$ cat config.mk
export PLATFORM = sky130hd
export DESIGN_NAME = alu_rs
export DESIGN_NICKNAME = d
export VERILOG_FILES = /design/src/rtl/alu_rs_pkg.sv /design/src/rtl/alu_rs_pick.sv /design/src/rtl/alu_rs.sv
export SDC_FILE = /design/constraint.sdc
export NUM_CORES = 1
export LEC_CHECK = 0
export ABC_AREA = 1
export CAP_MARGIN = 20
export CORE_MARGIN = 4
export CORE_UTILIZATION = 40
export CTS_CLUSTER_DIAMETER = 150
export CTS_CLUSTER_SIZE = 24
export DETAILED_ROUTE_END_ITERATION = 8
export PLACE_DENSITY = 0.74
export REMOVE_ABC_BUFFERS = 1
export SKIP_LAST_GASP = 1
export SLEW_MARGIN = 20
export SYNTH_ARGS = -nofsm -noshare
export SYNTH_HDL_FRONTEND = slang
export SYNTH_SLANG_ARGS = --single-unit
$ cat constraint.sdc
create_clock -name clk -period 4.8 [get_ports clk]
set_input_delay 0.48 -clock clk [delete_from_list [all_inputs] [get_ports clk]]
set_output_delay 0.48 -clock clk [all_outputs]
set_load 0.03 [all_outputs]
$ cat src/rtl/alu_rs_pkg.sv
// Shared definitions for the ALU reservation station: opcodes, tag width, depth.
package alu_rs_pkg;
  localparam int TAG_W    = 3;
  localparam int RS_DEPTH = 4;
  localparam int NO_TAG   = 0;

  localparam logic [4:0] ADD  = 5'b00000;
  localparam logic [4:0] SUB  = 5'b00001;
  localparam logic [4:0] SLL  = 5'b00010;
  localparam logic [4:0] SLT  = 5'b00011;
  localparam logic [4:0] SLTU = 5'b00100;
  localparam logic [4:0] XOR  = 5'b00101;
  localparam logic [4:0] SRL  = 5'b00110;
  localparam logic [4:0] SRA  = 5'b00111;
  localparam logic [4:0] OR   = 5'b01000;
  localparam logic [4:0] AND  = 5'b01001;
  localparam logic [4:0] BEQ  = 5'b01010;
  localparam logic [4:0] BNE  = 5'b01011;
  localparam logic [4:0] BLT  = 5'b01100;
  localparam logic [4:0] BGE  = 5'b01101;
  localparam logic [4:0] BLTU = 5'b01110;
  localparam logic [4:0] BGEU = 5'b01111;
  localparam logic [4:0] JAL  = 5'b10000;
  localparam logic [4:0] JALR = 5'b10001;
  localparam logic [4:0] LT   = 5'b11010;
  localparam logic [4:0] LTU  = 5'b11011;
endpackage

$ cat src/rtl/alu_rs_pick.sv
// Lowest-index set-bit finder; used for both free-slot and ready-entry selection.
module rs_pick #(
  parameter int N  = 4,
  parameter int IW = (N > 1) ? $clog2(N) : 1
) (
  input  logic [N-1:0]  req,
  output logic          found,
  output logic [IW-1:0] idx
);
  always_comb begin
    found = 1'b0;
    idx   = '0;
    // Descending scan so the lowest set bit is the last one to win.
    for (int i = N - 1; i >= 0; i--) begin
      if (req[i]) begin
        found = 1'b1;
        idx   = IW'(i);
      end
    end
  end
endmodule

$ cat src/rtl/alu_rs.sv
// ALU reservation station: holds dispatched ops until both operands are ready,
// snoops the CDB for wakeups and issues the lowest-index ready entry each cycle.
module alu_rs #(
  parameter int RS_DEPTH = 4,
  parameter int TAG_W    = 3
) (
  input  logic             clk,
  input  logic             rst,
  input  logic             flush,
  input  logic             dispatch_valid,
  input  logic [4:0]       dispatch_op,
  input  logic [31:0]      dispatch_v1,
  input  logic [31:0]      dispatch_v2,
  input  logic [TAG_W-1:0] dispatch_q1,
  input  logic [TAG_W-1:0] dispatch_q2,
  input  logic [TAG_W-1:0] dispatch_des,
  input  logic             dispatch_is_branch,
  input  logic [TAG_W-1:0] cdb_des,
  input  logic [31:0]      cdb_result,
  output logic             rs_full,
  output logic [31:0]      alu_value_1,
  output logic [31:0]      alu_value_2,
  output logic [4:0]       alu_op,
  output logic [TAG_W-1:0] alu_des,
  output logic             alu_is_branch
);
  import alu_rs_pkg::*;

  localparam int IW = (RS_DEPTH > 1) ? $clog2(RS_DEPTH) : 1;
  localparam logic [TAG_W-1:0] NONE = TAG_W'(NO_TAG);

  logic [RS_DEPTH-1:0] busy;
  logic [RS_DEPTH-1:0] ready;
  logic [RS_DEPTH-1:0] br;
  logic [4:0]          op  [RS_DEPTH];
  logic [31:0]         v1  [RS_DEPTH];
  logic [31:0]         v2  [RS_DEPTH];
  logic [TAG_W-1:0]    q1  [RS_DEPTH];
  logic [TAG_W-1:0]    q2  [RS_DEPTH];
  logic [TAG_W-1:0]    des [RS_DEPTH];

  logic          free_found, rdy_found, do_dispatch;
  logic [IW-1:0] free_idx, rdy_idx;

  always_comb begin
    ready = '0;
    for (int i = 0; i < RS_DEPTH; i++)
      ready[i] = busy[i] && (q1[i] == NONE) && (q2[i] == NONE);
  end

  rs_pick #(.N(RS_DEPTH), .IW(IW)) u_free_pick (.req(~busy), .found(free_found), .idx(free_idx));
  rs_pick #(.N(RS_DEPTH), .IW(IW)) u_rdy_pick  (.req(ready), .found(rdy_found),  .idx(rdy_idx));

  assign rs_full     = ~free_found;
  assign do_dispatch = dispatch_valid && free_found && !flush;

  always_ff @(posedge clk or posedge rst) begin
    if (rst) begin
      busy          <= '0;
      alu_op        <= '0;
      alu_des       <= '0;
      alu_is_branch <= 1'b0;
      alu_value_1   <= '0;
      alu_value_2   <= '0;
    end else if (flush) begin
      busy          <= '0;
      alu_op        <= '0;
      alu_des       <= '0;
      alu_is_branch <= 1'b0;
    end else begin
      if (rdy_found) begin
        alu_op         <= op[rdy_idx];
        alu_des        <= des[rdy_idx];
        alu_is_branch  <= br[rdy_idx];
        alu_value_1    <= v1[rdy_idx];
        alu_value_2    <= v2[rdy_idx];
        busy[rdy_idx]  <= 1'b0;
      end else begin
        alu_op        <= '0;
        alu_des       <= '0;
        alu_is_branch <= 1'b0;
      end
      // The free slot is never the issuing slot, so both updates can coexist.
      if (do_dispatch)
        busy[free_idx] <= 1'b1;
    end
  end

  // Entry payload needs no reset: busy gates every use of it.
  always_ff @(posedge clk) begin
    for (int i = 0; i < RS_DEPTH; i++) begin
      if (cdb_des != NONE && busy[i] && q1[i] == cdb_des) begin
        v1[i] <= cdb_result;
        q1[i] <= NONE;
      end
      if (cdb_des != NONE && busy[i] && q2[i] == cdb_des) begin
        v2[i] <= cdb_result;
        q2[i] <= NONE;
      end
      if (do_dispatch && free_idx == IW'(i)) begin
        op[i]  <= dispatch_op;
        des[i] <= dispatch_des;
        br[i]  <= dispatch_is_branch;
        if (dispatch_q1 != NONE && dispatch_q1 == cdb_des) begin
          v1[i] <= cdb_result;
          q1[i] <= NONE;
        end else begin
          v1[i] <= dispatch_v1;
          q1[i] <= dispatch_q1;
        end
        if (dispatch_q2 != NONE && dispatch_q2 == cdb_des) begin
          v2[i] <= cdb_result;
          q2[i] <= NONE;
        end else begin
          v2[i] <= dispatch_v2;
          q2[i] <= dispatch_q2;
        end
      end
    end
  end
endmodule

==> impl_metrics.env, run 1 <==
export IMPL_detailedRoute_firstIterationViolations=1535
export IMPL_synthTopCellsByCount="sky130_fd_sc_hd__nand2_1, sky130_fd_sc_hd__nand3_1, sky130_fd_sc_hd__edfxtp_1, sky130_fd_sc_hd__nor2_1, sky130_fd_sc_hd__o21ai_0"
export IMPL_critPathKind="reg -> reg"
export IMPL_rsz0062_at_grt="false"
export IMPL_sw_frac_of_total_pct=26.4
export IMPL_worst_hold_slack_ps=461
export IMPL_cts_bufs_inserted=20
export IMPL_slew_at_the_pin_closest_to_its_max_slew_limit_ps=1120
export IMPL_post_cts_resize_count=0
export IMPL_clockPowerShare_pct=27.8
export IMPL_clk_latency_ps=550
export IMPL_clkTransAtPathRegs_ps=100
export IMPL_worstSetupStartpointType="flip-flop"
export IMPL_synthDistinctLibCells=31
export IMPL_number_of_global_route_vias_before_repair=14700
export IMPL_endpoint_kind="flip-flop"
export IMPL_p_leak_nw=8.79
export IMPL_post_synth_top_count_cell="sky130_fd_sc_hd__nand2_1"
export IMPL_post_cts_setup_buffer_count=0
export IMPL_final_layout_size_suffix_gt1_share_pct=4.05
export IMPL_power_per_cell_area_nw_per_um2=323
export IMPL_timing_final_setup_violations=0
export IMPL_numPortBuffers=191
export IMPL_cp_slowest_cell="sky130_fd_sc_hd__inv_4"
export IMPL_grt_max_degree=98
export IMPL_ys_ff_latch=393
export IMPL_initial_utilization_pct=40.5
export IMPL_cap_violations=0
export IMPL_place_detailed_hpwl_um=34200
export IMPL_drt_pass_1_iters=5
export IMPL_drt_drc_violations_left=0
export IMPL_worst_path_cell_chain="nor2_1, nand2_1, nor2_1, nor2_4, nand2_1, nand2_1, inv_4, buf_12, nand2_1, nor2_1, nor2_1"
export IMPL_post_layout_min_period_ps=3300
export IMPL_most_used_flip_flop_cell_after_synthesis="sky130_fd_sc_hd__edfxtp_1"
export IMPL_max_freq_mhz=303
export IMPL_required_ps=5230
export IMPL_final_nets=2279
export IMPL_place_detailed_instances=2745
export IMPL_critical_path_top_delay_family="simple AND/OR/NAND/NOR gates"
export IMPL_min_period_over_period_pct=68.6
export IMPL_syn_area_um2=18900
export IMPL_ctsHtreeMaxLevel=1
export IMPL_timing_hold_worst_class="in -> async"
export IMPL_report_final_slew_viol_count=0
export IMPL_detailroute_via_count=15000
export IMPL_average_wire_length_per_cell_after_detail_routing_um=20.1
export IMPL_die_h_um=225
export IMPL_pwr_share_comb_pct=15.6
export IMPL_cts_root_buffer_cell="sky130_fd_sc_hd__clkbuf_16"
export IMPL_flow_area_growth_from_synthesis_pct=14.9
export IMPL_gp_congestion=0.875
export IMPL_wire_length_of_the_first_global_routing_pass_um=85400
export IMPL_sequentialPowerShare_pct=56.7
export IMPL_synth_sequential_area_ratio_pct=60.5
export IMPL_critical_path_peak_fanout=51
export IMPL_synth_largest_area_cell="sky130_fd_sc_hd__edfxtp_1"
export IMPL_netlist_instances=2082
export IMPL_finalNonFillerCells=2790
export IMPL_yosys_area_top_type_share_pct=50.3
export IMPL_final_hold_violation_count=0
export IMPL_p_int_w=0.00514
export IMPL_fin_util_pct=46.5
export IMPL_grt_total_usage_pct=21.5
export IMPL_chipWidth_um=225
export IMPL_timing_max_slew_rel_slack_pct=25.2
export IMPL_avgViaCountPerCell=5.39
export IMPL_routed_wirelength_um=56200
export IMPL_cell_types_with_the_largest_area_share_after_synthesis="sky130_fd_sc_hd__edfxtp_1, sky130_fd_sc_hd__nand2_1, sky130_fd_sc_hd__dfrtp_1"
export IMPL_cts_num_sinks=393
export IMPL_cts_hold_repair_buffers=0
export IMPL_cts_path_max_buffers=3
export IMPL_synth_edf_count=316
export IMPL_syn_area_per_cell_um2=9.06
export IMPL_design_core_area_um2=46600
export IMPL_worstPathBufferInverterCount=2
export IMPL_result_of_the_run="complete, no violations"
export IMPL_power_net_switching_w=0.00185
export IMPL_critical_path_max_stage_delay_ps=660
export IMPL_ys_warn_count=0
export IMPL_gr_total_overflow=0
export IMPL_vdd_drop_max_mv=0.203
export IMPL_antenna_violating_nets_post_route=0
export IMPL_floorplan_die_area_um2=50700
export IMPL_floorplan_rows=79
export IMPL_grt_antenna_before_repair=12
export IMPL_pin_count=192
export IMPL_tritoncts="done"
export IMPL_synthArstFlopShare_pct=19.6
export IMPL_final_fill_count=4336
export IMPL_skew_ps=24.4
export IMPL_worstPathArrival_ps=3730
final cells by class:
cell class | count | area (µm²) | share of cell area, %
Inverter | 87 | 334 | 1.54
Timing Repair Buffer | 217 | 2130 | 9.84
Sequential cell | 393 | 11400 | 52.7
Clock inverter | 1 | 16.3 | 0.0751
Tap cell | 607 | 759 | 3.51
Multi-Input combinational cell | 1442 | 6410 | 29.6
Antenna cell | 8 | 20.0 | 0.0924
Clock buffer | 35 | 578 | 2.67
power groups by stage:
stage / Sequential, W / Clock (W) / Combinational, W
2_1_floorplan: 0.00426 / 0 / 0.000336
3_3_place_gp: 0.00404 / 0 / 0.00107
3_5_place_dp: 0.00404 / 0 / 0.00109
4_1_cts: 0.00397 / 0.00196 / 0.00109
5_1_grt: 0.00398 / 0.00207 / 0.00118
6_report: 0.00396 / 0.00194 / 0.00109
path summary, 6_finish.rpt:
path / start / endpoint / slack [ps] / cells past startpoint
worst min-delay path: rst / alu_value_2[30] / 460 / 2
max in group asynchronous: rst / alu_value_2[7] / 3470 / 3
worst max register to register: q1[0][1] / alu_value_1[11] / 1500 / 11
min in group clk: alu_value_1[22] / alu_value_1[22] / 510 / 2
worst max-delay path: q1[0][1] / alu_value_1[11] / 1500 / 11
worst min register to register: alu_value_1[22] / alu_value_1[22] / 510 / 2
through the flow:
step / setup slack (ps) / TNS [ps] / power (W) / cell area [µm²]
finish: 1500 / 0 / 0.00699 / 21700
global route: 1220 / 0 / 0.00724 / 21700
CTS: 1540 / 0 / 0.00702 / 21600
detailed placement: 1370 / 0 / 0.00513 / 21000
global placement: 1390 / 0 / 0.00510 / 21000
floorplan: -2270 / -148220 / 0.00459 / 18000
cell families (layout without fill, tap and decap cells):
family	count (synthesis)	in the layout	share of synthesized area [%]
and+or+nand+nor	1276	1276	28.3
DFF	393	393	60.5
buffers and inverters	247	340	6.08
AOI/OAI and AO/OA	141	141	3.91
xor gates and xnor gates	25	25	1.16
other	0	8	0
routing by layer:
metal / global-route usage [%] / vias to the layer above / share of wire [%] / wire length (µm)
li1: - / 7061 / - / -
met1: 28.2 / 7133 / 39 / 22200
met2: 36.9 / 728 / 49 / 27500
met3: 3.83 / 102 / 8.9 / 5010
met4: 6.15 / 10 / 2.5 / 1430
met5: 0 / - / 0.11 / 64
layout by cell type (no fill, tap or decap), drive strengths merged:
cell           Yosys  routed
nand3            354     354
nand2            626     626
clkinv             1       1
or2                1       1
clkdlybuf4s50      0     191
inv               86      87
xor2               7       7
o21ai            131     131
nor3               4       4
o31ai              1       1
diode              0       8
nand4             12      12
a21oi              5       5
buf              113      26
a21boi             1       1
nor2             278     278
o41ai              2       2
xnor2             18      18
clkbuf            47      35
dfrtp             77      77
edfxtp           316     316
a31oi              1       1
and3               1       1
state kept, by name, indices dropped and copies added (netlist names), 12 cells and up:
name         count
v2             128
op              20
q1              12
alu_value_1     32
alu_value_2     32
v1             128
des             12
q2              12
worst reg2reg max path, cell delays in order, from the launching register on:
cell,delay [ps]
sky130_fd_sc_hd__edfxtp_1,460
sky130_fd_sc_hd__nor2_1,170
sky130_fd_sc_hd__nand2_1,70
sky130_fd_sc_hd__nor2_1,340
sky130_fd_sc_hd__nor2_4,90
sky130_fd_sc_hd__nand2_1,180
sky130_fd_sc_hd__nand2_1,390
sky130_fd_sc_hd__inv_4,660
sky130_fd_sc_hd__buf_12,340
sky130_fd_sc_hd__nand2_1,120
sky130_fd_sc_hd__nor2_1,270
sky130_fd_sc_hd__nor2_1,70
No activity file was read; power rests on OpenSTA's default activity.
==> inputs of run 2 (changes only) <==
Settings changed: PLACE_DENSITY 0.74 to 0.72.
Clock period 4.8 ns to 3.3 ns, I/O delays scaled along.
==> impl_metrics.env, run 2 (synthesis results as in run 1) <==
export IMPL_met2_usage_pct=38.1
export IMPL_slew_at_the_pin_closest_to_its_max_slew_limit_ps=923
export IMPL_clkTransAtPathRegs_ps=110
export IMPL_final_nets=2305
export IMPL_required_ps=3750
export IMPL_max_freq_mhz=357
export IMPL_post_layout_min_period_ps=2800
export IMPL_flow_area_growth_from_synthesis_pct=16.2
export IMPL_most_frequent_standard_cell_in_the_layout_excluding_fill_and_tap_cells="sky130_fd_sc_hd__nand2_1"
export IMPL_gr_total_overflow=0
export IMPL_wire_length_of_the_first_global_routing_pass_um=87400
export IMPL_critical_path_max_stage_delay_ps=700
export IMPL_worstPathArrival_ps=3260
export IMPL_min_period_over_period_pct=85.0
export IMPL_skew_ps=37.6
export IMPL_ctsHtreeMaxLevel=1
export IMPL_worst_hold_slack_ps=316
export IMPL_critical_path_peak_fanout=59
export IMPL_cts_bufs_inserted=20
export IMPL_post_cts_resize_count=0
export IMPL_number_of_global_route_vias_before_repair=15000
export IMPL_numPortBuffers=191
export IMPL_timing_reg2reg_worst_path_depth=9
export IMPL_result_of_the_run="complete, no violations"
export IMPL_design_core_area_um2=46600
export IMPL_p_leak_nw=8.94
export IMPL_cp_common_cell="sky130_fd_sc_hd__nor2_1"
export IMPL_avgViaCountPerCell=5.44
export IMPL_layout_common_cells="sky130_fd_sc_hd__nand2_1, sky130_fd_sc_hd__nand3_1, sky130_fd_sc_hd__edfxtp_1, sky130_fd_sc_hd__nor2_1, sky130_fd_sc_hd__clkdlybuf4s50_1"
export IMPL_reg_largest_list="v1: 128 flops, v2: 128 flops"
export IMPL_initial_utilization_pct=40.5
export IMPL_groute_layer_met1_usage_pct=29.2
export IMPL_globalRoute_busiestLayer="met2"
export IMPL_vdd_drop_max_mv=0.379
export IMPL_setup_total_negative_slack_ps=0
export IMPL_cts_path_max_buffers=3
export IMPL_grt_antenna_before_repair=5
export IMPL_endpoint_kind="flip-flop"
export IMPL_grt_total_usage_pct=22.2
export IMPL_worst_path_cell_chain="inv_2, nor2_1, nand4_1, nand3_1, nand2_4, clkinv_1, nor2_1, nor2_1, nor2_1"
export IMPL_cp_slowest_cell="sky130_fd_sc_hd__nand2_4"
export IMPL_chipWidth_um=225
export IMPL_grt_met3_use_pct=3.48
export IMPL_place_detailed_hpwl_um=36200
export IMPL_timing_final_setup_violations=0
export IMPL_critPathKind="reg -> reg"
export IMPL_clk_latency_ps=560
export IMPL_final_hold_violation_count=0
export IMPL_die_h_um=225
export IMPL_detailedRoute_firstIterationViolations=1875
export IMPL_routed_wirelength_um=57900
export IMPL_grt_max_degree=146
export IMPL_pin_count=192
export IMPL_drt_pass_1_iters=6
export IMPL_cts_hold_repair_buffers=0
export IMPL_rsz0062_at_grt="false"
export IMPL_tritoncts="done"
export IMPL_floorplan_rows=79
export IMPL_cap_violations=0
export IMPL_setup_reg_to_reg_worst_slack_ps=500
export IMPL_average_wire_length_per_cell_after_detail_routing_um=20.6
export IMPL_antenna_violating_nets_post_route=0
export IMPL_cts_root_buffer_cell="sky130_fd_sc_hd__clkbuf_16"
export IMPL_floorplan_die_area_um2=50700
export IMPL_gp_congestion=0.909
export IMPL_final_layout_size_suffix_gt1_share_pct=5.18
export IMPL_drt_drc_violations_left=0
export IMPL_detailroute_via_count=15300
export IMPL_cts_num_sinks=393
export IMPL_worstSetupStartpointType="flip-flop"
export IMPL_report_final_slew_viol_count=0
export IMPL_timing_hold_worst_class="in -> async"
export IMPL_power_per_cell_area_nw_per_um2=465
export IMPL_post_cts_setup_buffer_count=0
export IMPL_timing_max_slew_rel_slack_pct=38.5
-- run 2: cell types whose count changed in the layout (fill, tap and decap cells not counted), sizes merged --
cell / before / now
buf: 26 / 52
diode: 8 / 4
clkinv: 1 / 2
inv: 87 / 86
-- run 2: path summary, 6_finish.rpt --
| check | from | endpoint |
|---|---|---|
| worst min register to register | v1[0][1] | alu_value_1[1] |
| max in group asynchronous | rst | alu_op[4] |
| min in group clk | dispatch_op[0] | op[2][0] |
| worst max register to register | busy[2] | alu_des[0] |
| worst min-delay path | rst | alu_value_2[5] |
| worst max-delay path | busy[2] | alu_des[0] |
-- run 2: critical path: cells and delay by family (launching register included) --
family        cells  cell delay [ps]
simple gates      7             1550
buf+inv           2              640
flops             1              480
-- run 2: layer usage --
layer | vias up | share of wire (%)
met2 | 785 | 49
met5 | - | 0.047
met4 | 4 | 2.6
li1 | 7103 | -
met3 | 108 | 9.0
met1 | 7302 | 39
-- run 2: layout make-up --
type / count / area, µm²
well taps: 607 / 759
repair buffers: 243 / 2410
diodes: 4 / 10.0
multi-input cells: 1442 / 6390
fillers: 4392 / 24600
clock buffers: 35 / 578
clock inverters: 1 / 16.3
inverters: 87 / 335
flip-flops and latches: 393 / 11400
-- run 2: where the power goes --
| part | switching, W | internal, W |
|---|---|---|
| clock network | 0.00160 | 0.00122 |
| registers | 0.000125 | 0.00564 |
| logic | 0.000981 | 0.000639 |
| total | 0.00271 | 0.00749 |
-- run 2: through the flow --
stage	total power, W	instances	setup WS (ps)	cell area (µm²)	utilization (%)
finish	0.0102	2812	496	21900	47.1
global route	0.0106	2811	304	21900	47.1
global placement	0.00746	2772	527	21300	45.8
floorplan	0.00668	1922	-3770	18000	-
CTS	0.0103	2808	545	21900	47.1
detailed placement	0.00750	2772	485	21300	45.8
==> inputs of run 3 (changes only) <==
Settings changed: PLACE_DENSITY 0.72 to 0.74.
Clock period 3.3 ns to 2.2 ns, I/O delays scaled along.
==> impl_metrics.env, run 3 (synthesis results as in run 1) <==
export IMPL_final_layout_size_suffix_gt1_share_pct=9.38
export IMPL_required_ps=2510
export IMPL_p_leak_nw=9.59
export IMPL_gr_total_overflow=0
export IMPL_design_core_area_um2=46600
export IMPL_die_h_um=225
export IMPL_number_of_global_route_vias_before_repair=15500
export IMPL_gp_congestion=0.862
export IMPL_cp_common_cell="sky130_fd_sc_hd__buf_4"
export IMPL_grt_total_usage_pct=22.2
export IMPL_clk_latency_ps=550
export IMPL_slew_at_the_pin_closest_to_its_max_slew_limit_ps=608
export IMPL_drt_drc_violations_left=0
export IMPL_p_int_w=0.0113
export IMPL_numPortBuffers=191
export IMPL_floorplan_rows=79
export IMPL_power_per_cell_area_nw_per_um2=665
export IMPL_wire_length_of_the_first_global_routing_pass_um=88300
export IMPL_grt_antenna_before_repair=6
export IMPL_post_route_worst_setup_slack_ps=106
export IMPL_cts_path_max_buffers=3
export IMPL_detailedRoute_firstIterationViolations=2141
export IMPL_pin_count=192
export IMPL_routed_wirelength_um=60300
export IMPL_floorplan_die_area_um2=50700
export IMPL_post_layout_min_period_ps=2090
export IMPL_report_final_slew_viol_count=0
export IMPL_cap_violations=0
export IMPL_final_nets=2387
export IMPL_worst_path_cell_chain="nand2_2, nor2_2, nor3_2, buf_4, buf_4, nand2_4, nor3_4, buf_6, nand2_8, buf_12, nand2_1, o21ai_1"
export IMPL_sw_frac_of_total_pct=26.6
export IMPL_postLayoutCellArea_um2=23200
export IMPL_clockPowerShare_pct=27.5
export IMPL_timing_final_setup_violations=0
export IMPL_min_period_over_period_pct=95.2
export IMPL_post_place_ws_ps=-118
export IMPL_place_detailed_hpwl_um=38400
export IMPL_chipWidth_um=225
export IMPL_flow_area_growth_from_synthesis_pct=23.2
export IMPL_placement_cell_area_um2=22300
export IMPL_critPathKind="reg -> reg"
export IMPL_multi_input_area_um2=6500
export IMPL_critical_path_peak_fanout=27
export IMPL_cts_bufs_inserted=20
export IMPL_cts_root_buffer_cell="sky130_fd_sc_hd__clkbuf_16"
export IMPL_layout_common_cells="sky130_fd_sc_hd__nand2_1, sky130_fd_sc_hd__nand3_1, sky130_fd_sc_hd__edfxtp_1, sky130_fd_sc_hd__nor2_1, sky130_fd_sc_hd__clkdlybuf4s50_1"
export IMPL_grt_max_degree=146
export IMPL_initial_utilization_pct=40.5
export IMPL_rsz0062_at_grt="true"
export IMPL_sequentialPowerShare_pct=56.0
export IMPL_worstSetupStartpointType="flip-flop"
export IMPL_cts_num_sinks=393
export IMPL_timing_hold_worst_class="in -> async"
export IMPL_worstPathArrival_ps=2410
export IMPL_detailroute_via_count=16000
export IMPL_average_wire_length_per_cell_after_detail_routing_um=20.8
export IMPL_avgViaCountPerCell=5.52
export IMPL_most_frequent_standard_cell_in_the_layout_excluding_fill_and_tap_cells="sky130_fd_sc_hd__nand2_1"
export IMPL_pwr_share_comb_pct=16.5
export IMPL_result_of_the_run="complete, no violations"
export IMPL_timing_max_slew_rel_slack_pct=59.4
export IMPL_clkTransAtPathRegs_ps=100
export IMPL_endpoint_kind="flip-flop"
export IMPL_vdd_drop_max_mv=0.642
export IMPL_final_fill_count=4150
export IMPL_critical_path_max_stage_delay_ps=450
export IMPL_tritoncts="done"
export IMPL_power_net_switching_w=0.00411
export IMPL_timing_reg2reg_worst_path_depth=12
export IMPL_regArea_um2=11400
export IMPL_reg_largest_list="v1: 128 flops, v2: 128 flops"
export IMPL_max_freq_mhz=477
export IMPL_cp_slowest_cell="sky130_fd_sc_hd__dfrtp_1"
export IMPL_drt_pass_1_iters=6
export IMPL_skew_ps=17.9
export IMPL_antenna_violating_nets_post_route=0
export IMPL_ctsHtreeMaxLevel=1
export IMPL_final_hold_violation_count=0
[run 3: layout make-up]
type | instances | area share (%)
diodes | 4 | 0.0431
clock buffers | 34 | 2.52
clock inverters | 1 | 0.0700
inverters | 87 | 1.48
multi-input cells | 1443 | 28.0
flip-flops and latches | 393 | 49.1
well taps | 607 | 3.27
repair buffers | 324 | 15.5
[run 3: critical path: cells and delay by family (launching register included)]
family	cells	cell delay [ps]
AND/OR/NAND/NOR	7	720
flip-flops	1	450
AO/OA/AOI/OAI	1	70
buffers and inverters	4	610
[run 3: per-stage QoR]
stage / setup TNS [ps] / power (W) / utilization, % / hold WS [ps] / instances
final: 0 / 0.0155 / 49.9 / 83.0 / 2893
after global routing: -285 / 0.0160 / 49.9 / 117 / 2892
after CTS: -161 / 0.0155 / 49.2 / 92.8 / 2873
after detailed placement: -16590 / 0.0114 / 47.8 / 501 / 2837
after global placement: -13190 / 0.0113 / 47.8 / 491 / 2837
after floorplan: -860090 / 0.0100 / - / 283 / 1922
[run 3: path summary, 6_finish.rpt]
path	from	end	slack [ps]
setup / recovery	busy[1]	v2[3][7]	110
hold / removal	rst	alu_value_1[15]	80
max in group asynchronous	rst	alu_value_1[3]	1550
hold reg to reg	alu_value_2[30]	alu_value_2[30]	520
setup reg to reg	busy[1]	v2[3][7]	110
min in group clk	dispatch_des[1]	des[0][1]	320
[run 3: layer usage]
metal | track usage [%] | share of wire (%) | up-vias
met2 | 38.7 | 49 | 1019
met5 | 0 | 0.056 | -
met3 | 3.35 | 11 | 138
met4 | 6.62 | 3.0 | 4
li1 | - | - | 7282
met1 | 28.9 | 37 | 7528
[run 3: timing repair]
item                                    CTS  global route
endpoints found under the setup margin   12           387
cloned                                    0             7
hold buffers                              0             0
resized for setup                         3            38
hold endpoints to repair                  0             0
buffers inserted                          1             9
pin swaps                                 1             8
[run 3: power by group through the flow]
stage / registers [W] / logic, W / clock network, W
after floorplan: 0.00929 / 0.000733 / 0
after global placement: 0.00881 / 0.00249 / 0
after detailed placement: 0.00883 / 0.00254 / 0
after CTS: 0.00866 / 0.00256 / 0.00430
after global routing: 0.00871 / 0.00275 / 0.00456
final: 0.00866 / 0.00255 / 0.00425
